==> src/rtl/pwm_fade_ctrl_pkg.sv <==
// Shared definitions for the pwm fade sequencer: state encoding and default word widths.
// The bench imports the same package so both sides agree on the debug state values.
package pwm_fade_ctrl_pkg;

  localparam int DEF_WIDTH  = 16;
  localparam int DEF_HOLD_W = 8;

  typedef enum logic [1:0] {
    ST_IDLE = 2'd0,
    ST_RAMP = 2'd1,
    ST_HOLD = 2'd2
  } fade_state_e;

endpackage

==> src/rtl/pwm_fade_ctrl_duty_step.sv <==
// One duty step toward a target: unsigned distance, step saturation onto the target.
// Purely combinational; the sequencer decides when the result is registered.
module pwm_duty_step #(
  parameter int WIDTH = 16
) (
  input  logic [WIDTH-1:0] i_cur,
  input  logic [WIDTH-1:0] i_target,
  input  logic [WIDTH-1:0] i_step,
  output logic [WIDTH-1:0] o_next,
  output logic             o_reached
);

  logic             w_up;
  logic [WIDTH-1:0] w_dist;

  // Distance is taken in the direction that cannot underflow, so the step never wraps.
  always_comb begin
    w_up      = (i_target > i_cur);
    w_dist    = w_up ? (i_target - i_cur) : (i_cur - i_target);
    o_reached = (i_step == '0) || (w_dist <= i_step);
    if (o_reached) begin
      o_next = i_target;
    end else if (w_up) begin
      o_next = i_cur + i_step;
    end else begin
      o_next = i_cur - i_step;
    end
  end

endmodule

==> src/rtl/pwm_fade_ctrl.sv <==
// Fade sequencer for one pwm: accepts a command, ramps high_time toward the target once
// per pwm period, holds for a number of periods, then reports done (or aborted).
module pwm_fade_ctrl
  import pwm_fade_ctrl_pkg::*;
#(
  parameter int WIDTH  = DEF_WIDTH,
  parameter int HOLD_W = DEF_HOLD_W
) (
  input  logic              clk,
  input  logic              rst,
  input  logic              cmd_valid,
  output logic              cmd_ready,
  input  logic [WIDTH-1:0]  cmd_period,
  input  logic [WIDTH-1:0]  cmd_target,
  input  logic [WIDTH-1:0]  cmd_step,
  input  logic [HOLD_W-1:0] cmd_hold,
  input  logic              abort,
  input  logic              last_cycle,
  output logic [WIDTH-1:0]  wave_length,
  output logic [WIDTH-1:0]  high_time,
  output logic              busy,
  output logic              done,
  output logic              aborted,
  output fade_state_e       dbg_state
);

  // Command handshake: a command is taken on a rising clk edge where cmd_valid and
  // cmd_ready are both high; cmd_ready is high only while idle, so offers during a
  // fade are simply not taken. cmd_* need only be stable in that accepting cycle.

  fade_state_e       r_state;
  logic [WIDTH-1:0]  r_period;
  logic [WIDTH-1:0]  r_target;
  logic [WIDTH-1:0]  r_step;
  logic [HOLD_W-1:0] r_hold;
  logic [HOLD_W-1:0] r_hold_cnt;
  logic              r_abort_pend;

  logic [WIDTH-1:0]  w_next;
  logic              w_reached;
  logic              w_abort_req;

  assign w_abort_req = r_abort_pend | abort;
  assign dbg_state   = r_state;

  pwm_duty_step #(
    .WIDTH (WIDTH)
  ) u_step (
    .i_cur     (high_time),
    .i_target  (r_target),
    .i_step    (r_step),
    .o_next    (w_next),
    .o_reached (w_reached)
  );

  always_ff @(posedge clk or posedge rst) begin
    if (rst) begin
      r_state      <= ST_IDLE;
      r_period     <= '0;
      r_target     <= '0;
      r_step       <= '0;
      r_hold       <= '0;
      r_hold_cnt   <= '0;
      r_abort_pend <= 1'b0;
      wave_length  <= '0;
      high_time    <= '0;
      cmd_ready    <= 1'b1;
      busy         <= 1'b0;
      done         <= 1'b0;
      aborted      <= 1'b0;
    end else begin
      done    <= 1'b0;
      aborted <= 1'b0;
      case (r_state)
        ST_IDLE: begin
          r_abort_pend <= 1'b0;
          if (cmd_valid && cmd_ready) begin
            r_period  <= cmd_period;
            r_target  <= cmd_target;
            r_step    <= cmd_step;
            r_hold    <= cmd_hold;
            r_state   <= ST_RAMP;
            cmd_ready <= 1'b0;
            busy      <= 1'b1;
          end else begin
            cmd_ready <= 1'b1;
          end
        end

        ST_RAMP: begin
          if (abort) r_abort_pend <= 1'b1;
          if (last_cycle) begin
            if (w_abort_req) begin
              high_time    <= '0;
              aborted      <= 1'b1;
              busy         <= 1'b0;
              r_abort_pend <= 1'b0;
              r_state      <= ST_IDLE;
            end else begin
              wave_length <= r_period;
              high_time   <= w_next;
              if (w_reached) begin
                r_hold_cnt <= r_hold;
                r_state    <= ST_HOLD;
              end
            end
          end
        end

        ST_HOLD: begin
          if (abort) r_abort_pend <= 1'b1;
          // A pending abort outranks completion and still waits for a period edge.
          if (w_abort_req) begin
            if (last_cycle) begin
              high_time    <= '0;
              aborted      <= 1'b1;
              busy         <= 1'b0;
              r_abort_pend <= 1'b0;
              r_state      <= ST_IDLE;
            end
          end else if (r_hold_cnt == '0) begin
            done    <= 1'b1;
            busy    <= 1'b0;
            r_state <= ST_IDLE;
          end else if (last_cycle) begin
            r_hold_cnt <= r_hold_cnt - HOLD_W'(1);
          end
        end

        default: begin
          r_state <= ST_IDLE;
          busy    <= 1'b0;
        end
      endcase
    end
  end

endmodule

==> config.mk <==
export PLATFORM = sky130hd
export DESIGN_NAME = pwm_fade_ctrl
export DESIGN_NICKNAME = d
export VERILOG_FILES = /design/src/rtl/pwm_fade_ctrl_pkg.sv /design/src/rtl/pwm_fade_ctrl_duty_step.sv /design/src/rtl/pwm_fade_ctrl.sv
export SDC_FILE = /design/constraint.sdc
export NUM_CORES = 1
export LEC_CHECK = 0
export CAP_MARGIN = 10
export CORE_ASPECT_RATIO = 2
export CORE_MARGIN = 2
export CORE_UTILIZATION = 35
export DETAILED_ROUTE_END_ITERATION = 6
export DONT_BUFFER_PORTS = 1
export GPL_TIMING_DRIVEN = 0
export MAX_ROUTING_LAYER = met4
export PLACE_DENSITY = 0.57
export SETUP_SLACK_MARGIN = 0.5
export SYNTH_ARGS = -nofsm -noshare
export SYNTH_HDL_FRONTEND = slang
export SYNTH_HIERARCHICAL = 1
export SYNTH_SLANG_ARGS = --single-unit
==> constraint.sdc <==
create_clock -name clk -period 6 [get_ports clk]
set_clock_uncertainty 0.1 [all_clocks]
set_input_delay 1.5 -clock clk [delete_from_list [all_inputs] [get_ports clk]]
set_output_delay 1.5 -clock clk [all_outputs]
set_load 0.005 [all_outputs]
After elaboration in Yosys (flattened, before gate mapping)
Index checks and enable logic that the tools add are counted.

word-level totals
  bits in registers = 103
  bits in latches = 0
  bits in writable memories = 0
  memory bits (read-only) = 0
  input port bits = 61
  output and inout port bits = 38
  logic and storage cells = 94
  memories kept = 0

operators by class
  $add $sub $neg = 5
  multipliers = 0
  div/mod/pow operators = 0
  order comparisons = 2
  equal/unequal tests = 14
  shift operators = 0
  muxes and demuxes = 45
  bitwise logic cells = 2
  reduce and logical (&&, ||, !) cells = 13

operator list
  kind                                                                   count
  16-bit two-way mux                                                     7
  8-bit two-way mux                                                      6
  16-bit subtractor                                                      3
  16-bit one-hot mux with 2 select lines                                 1
  1-bit two-way mux                                                      19
  16-bit adder                                                           1
  16-bit greater-than comparator                                         1
  16-bit <= comparator                                                   1
  16-bit logical NOT                                                     1
  2-bit != test, second input constant                                   8
  8-bit one-hot mux with 2 select lines                                  1
  2-bit two-way mux                                                      7
  5-bit AND reduction                                                    2
  8-bit logical NOT                                                      1
  8-bit by 1-bit subtractor with 8-bit output, second input constant     1
  7-bit AND reduction                                                    1
  3-bit != test, second input constant                                   2
  1-bit one-hot mux with 3 select lines                                  2
  2-bit one-hot mux with 3 select lines                                  1
  4-bit AND reduction                                                    1
  3-bit by 2-bit != test with 1-bit output, second input constant        1
  3-bit AND reduction                                                    1
  3-bit nonzero test                                                     1
  2-bit by 1-bit equality test with 1-bit output, second input constant  1
  10 further kinds                                                       10

Longest topological paths before layout
  depth in word-level cells = 8
  gate-level depth with buffers = 24

Modules after synthesis
Netlist, hierarchy kept.

modules (own cells, without submodules)
  module         times used  cells each  area an instance (um^2)  seq. area each (um^2)
  pwm_fade_ctrl  1           291         4,200.3                  2,578.7
  pwm_duty_step  1           422         3,086.7                  0.0

Worst setup path after synthesis
No wires, ideal clock.

  path type = flip-flop to flip-flop
  start = register high_time[7]
  end = register r_hold_cnt[2]
  setup time = 121 ps
  arrival = 4,714 ps
  slack = 1,066 ps
  cell stages (with the launch flop) = 22
  period minus slack after synthesis = 4,934 ps
  cell sequence = dfrtp_1 > inv_1 > ha_1 > buf_4 > nand2_2 > or4_4 > nor4_4 > a21oi_2 > or4_1 > a32oi_1 > xnor2_1 > ha_1 > nand4_1 > nor4_1 > a21oi_1 > nand2_1 > nand2_1 > buf_4 > mux2_2 > o311a_4 > buf_6 > a22o_1

on the way
  longest elaborated chain between the ends = 6
  elaborated cells on any way between the ends = 8

RTL lines
  item                                                                        line                                                          source
  start: declaration                                                          pwm_fade_ctrl.sv:20                                           output logic [WIDTH-1:0] high_time,
  start signal: assignment                                                    pwm_fade_ctrl.sv:101                                          high_time <= w_next;
  16-bit subtractor / 16-bit greater-than comparator (equally long branches)  pwm_fade_ctrl_duty_step.sv:19, pwm_fade_ctrl_duty_step.sv:18
  16-bit two-way mux (*)                                                      pwm_fade_ctrl_duty_step.sv:19                                 w_dist = w_up ? (i_target - i_cur) : (i_cur - i_target);
  16-bit <= comparator (*)                                                    pwm_fade_ctrl_duty_step.sv:20                                 o_reached = (i_step == '0) || (w_dist <= i_step);
  1-bit logical OR (*)                                                        pwm_fade_ctrl_duty_step.sv:20
  net w_reached                                                               pwm_fade_ctrl.sv:40                                           logic w_reached;
  2-bit by 1-bit != test with 1-bit output (no source line) (*)               n/a
  7-bit AND reduction (no source line) (*)                                    n/a
  end signal: assignment                                                      pwm_fade_ctrl.sv:103                                          r_hold_cnt <= r_hold;
  end signal: assignment                                                      pwm_fade_ctrl.sv:126                                          r_hold_cnt <= r_hold_cnt - HOLD_W'(1);
  end: declaration                                                            pwm_fade_ctrl.sv:36                                           logic [HOLD_W-1:0] r_hold_cnt;

The timed path passes the listed nets; every way through them passes the cells marked *.
A chain may end at the register's enable or synchronous reset.

Final worst setup path
Ends and elaborated chain as after synthesis.

==> flow_summary.toml <==
[layout]
area_growth_syn_to_layout_pct = 10.8
nNetsFinal = 864
final_layout_size_suffix_gt1_share_pct = 20.7
finalNonFillerCells = 1005
multi_input_area_um2 = 4410
ff_latch_area_um2 = 2590
fillers = 1984

[cts]
clock-root-buffer = "clkbuf_16"
cts_made_buffers = 9
htreeDepth = 3
cts.sinks = 103
clk_pin_slew_ns = 0.08
clk_latency_ns = 0.37
hold_buffers = 0
cts_tree = "yes"
clock_path_buffers = 2

[die]
io_pins = 99
initial_core_util_pct = 35.6
die-width_um = 106
core-area_um2 = 20500
die_h_um = 208
fp.dieArea_um2 = 22100
rows = 74

[grt]
grt_first_pass_wirelength_um = 31500
grt_pass1_vias = 5913
grt_max_degree = 65
grt-ovfl-total = 0
track_usage_pct = 19.4
grt_antenna_before_repair = 3

[route]
drt_pre_antenna_iters = 4
drtIter0Drc = 191
dr_total_vias = 5486
post_drt_wl_per_cell_um = 20.1
postRouteAntennaNets = 0
vias_per_cell = 5.46
wl_um = 20200
drc = 0

[synth]
synth_compound_area_share_pct = 17.2
avgSynthCellArea_um2 = 10.2
synth.area.mux_share_pct = 15.2
ys_ff_latch = 103
synth_fa_ha_area_share_pct = 12.7
synthArstFlopShare_pct = 100
synth_top_family_by_area = "compound AO/OA/AOI/OAI gates"
synth-xor-area-share_pct = 5.17
ys_types = 69
synth-edff-count = 0
synthFlopType = "dfrtp_1"
synthCells = 713
yosys_warnings = 6
ys_seq_area_share_pct = 35.4
yosys.area_share.simple_pct = 9.56
syn_area_um2 = 7290
syn_nets = 846

[timing]
finalCritPeriodShare_pct = 88.5
drv_slew = 0
finalHoldViolations = 0
rsz0062_at_grt = "no"
max_freq_ghz = 0.188
maxSlewHeadroom_pct = 45.0
finalSetupViolations = 0
layout_min_cycle_time_ns = 5.31
tightest_slew_ns = 0.825
fin_setup_tns_ns = 0

[worst_setup_path]
critical_path.cell_chain = "inv_1, ha_1, buf_4, nand2_2, or4_4, nor4_4, a21oi_4, or4_1, a32oi_2, xnor2_1, ha_1, nand4_1, nor2_1, a221oi_1, nand2_1, nand2_4, buf_8, mux2_2, o311a_4, o21ai_0, a22o_1"
critPathCaptureType = "flop"
crit_path_start_kind = "flop"
crit_top_cell = "ha_1"
crit_buf_inv = 3
crit_fanout = 12
crit_type = "flop to flop"
critPathMaxStageDelay_ns = 0.58
critical_path.top_delay_family = "simple AND/OR/NAND/NOR gates"
cp_slowest_cell = "or4_4"
required_ns = 6.15
arrival_ns = 5.46

[place]
routabilityCongestion = 0.917
dpl.cell_count = 980
dp_hpwl_um = 16100
io_buffers = 0

[job]
max-cap-violations = 0

[worst_hold_path]
min_path_type = "flop to flop"

[run_status]
status = "complete, no violations"
-- Yosys cell counts, types with 3 or more instances --
master	instances	share of area (%)
a211oi_1	8	0.82
a21o_1	20	2.1
a21oi_1	51	3.5
a22o_1	17	2.0
a31oi_1	10	0.86
and3_1	8	0.69
buf_2	9	0.62
clkbuf_1	16	0.82
dfrtp_1	102	35
fa_1	3	0.82
ha_1	69	12
inv_1	59	3.0
mux2_2	79	12
mux2i_1	20	2.7
nand2_1	31	1.6
nand2b_1	7	0.60
nand3_1	11	0.76
nand3b_1	4	0.41
nand4_1	9	0.77
nor2_1	19	0.98
nor2b_1	9	0.77
nor3_1	5	0.34
o211ai_1	3	0.31
o21a_1	7	0.72
o21ai_0	25	1.7
o21bai_1	5	0.52
o31ai_1	6	0.62
o41ai_1	5	0.60
or3_1	3	0.26
or4_1	3	0.31
xnor2_1	27	3.2
xor2_1	16	1.9
-- flip-flops by register name, summed over array words and instances (netlist names) --
| register | cells |
|---|---|
| aborted | 1 |
| busy | 1 |
| cmd_ready | 1 |
| dbg_state | 2 |
| done | 1 |
| high_time | 16 |
| r_abort_pend | 1 |
| r_hold | 8 |
| r_hold_cnt | 8 |
| r_period | 16 |
| r_step | 16 |
| r_target | 16 |
| wave_length | 16 |
-- final cells by class --
class                   count  area share (%)
plain buffers              28            1.88
diodes                      3          0.0930
repair buffers              7           0.806
multi-input cells         523            54.6
flip-flops and latches    103            32.1
clock inverters             6           0.636
clock buffers              10            2.96
inverters                  59            2.77
well taps                 266            4.12
-- metrics by stage --
stage	setup slack [ns]	util (%)	hold slack (ns)	instance area, µm²
detailed placement	-0.191	37.3	0.392	7640
CTS	0.535	39.0	0.409	7970
floorplan	1.07	-	0.374	7290
finish	0.693	39.4	0.402	8070
global placement	-0.146	37.2	0.381	7620
global route	0.439	39.4	0.423	8070
-- cell usage in the layout, fill, tap and decap left out, drive strengths merged, types with 3 or more instances in the layout --
| cell | Yosys | layout |
|---|---|---|
| inv | 59 | 62 |
| and3 | 8 | 8 |
| o31ai | 6 | 6 |
| a21o | 20 | 20 |
| diode | 0 | 3 |
| nor3 | 5 | 5 |
| a21oi | 52 | 52 |
| ha | 69 | 69 |
| nor2 | 19 | 19 |
| o41ai | 5 | 5 |
| o21ai | 26 | 26 |
| dfrtp | 102 | 102 |
| fa | 3 | 3 |
| nor2b | 9 | 9 |
| o21a | 7 | 7 |
| a22o | 17 | 17 |
| o211ai | 3 | 3 |
| xor2 | 16 | 16 |
| a211oi | 8 | 8 |
| buf | 12 | 18 |
| clkbuf | 16 | 27 |
| nand2b | 7 | 7 |
| nand4 | 9 | 9 |
| nand3 | 12 | 12 |
| nor4 | 3 | 3 |
| a31oi | 10 | 10 |
| mux2 | 80 | 80 |
| nand2 | 32 | 32 |
| nand3b | 4 | 4 |
| or4 | 4 | 4 |
| xnor2 | 27 | 27 |
| mux2i | 20 | 20 |
| or3 | 3 | 3 |
| o21bai | 5 | 5 |
-- layer usage --
| layer | global-route usage [%] | up-vias | wire [µm] |
|---|---|---|---|
| li1 | - | 2620 | - |
| met1 | 17.1 | 2665 | 6950 |
| met2 | 36.4 | 140 | 11300 |
| met3 | 4.29 | 61 | 780 |
| met4 | 12.1 | 0 | 1160 |
| met5 | - | - | 0 |
-- worst paths after layout --
check                                 endpoint  cells after the start  slack (ns)          from
worst min-delay path                 r_hold[5]                      1        0.40     r_hold[5]
max in group asynchronous         high_time[1]                      2        4.01           rst
worst max-delay path             r_hold_cnt[2]                     21        0.69  high_time[7]
worst min register to register       r_hold[5]                      1        0.40     r_hold[5]
min in group asynchronous       wave_length[5]                      1        1.06           rst
worst max register to register   r_hold_cnt[2]                     21        0.69  high_time[7]
-- timing repair --
item | 4_1_cts | 5_1_grt
buffers inserted | 1 | 5
resized for setup | 10 | 22
pin swaps | 1 | 5
endpoints found under the setup margin | 23 | 14
-- cell families after synthesis --
kind of cell / Yosys count
and+or+nand+nor: 126
adders and majority gates: 72
muxes: 100
AOI/OAI and AO/OA: 182
xor gates and xnor gates: 43
DFF: 103
buffers and inverters: 87
Power is not shown: default switching activity piles up to over one toggle a cycle in this logic, so the estimate is an artifact.
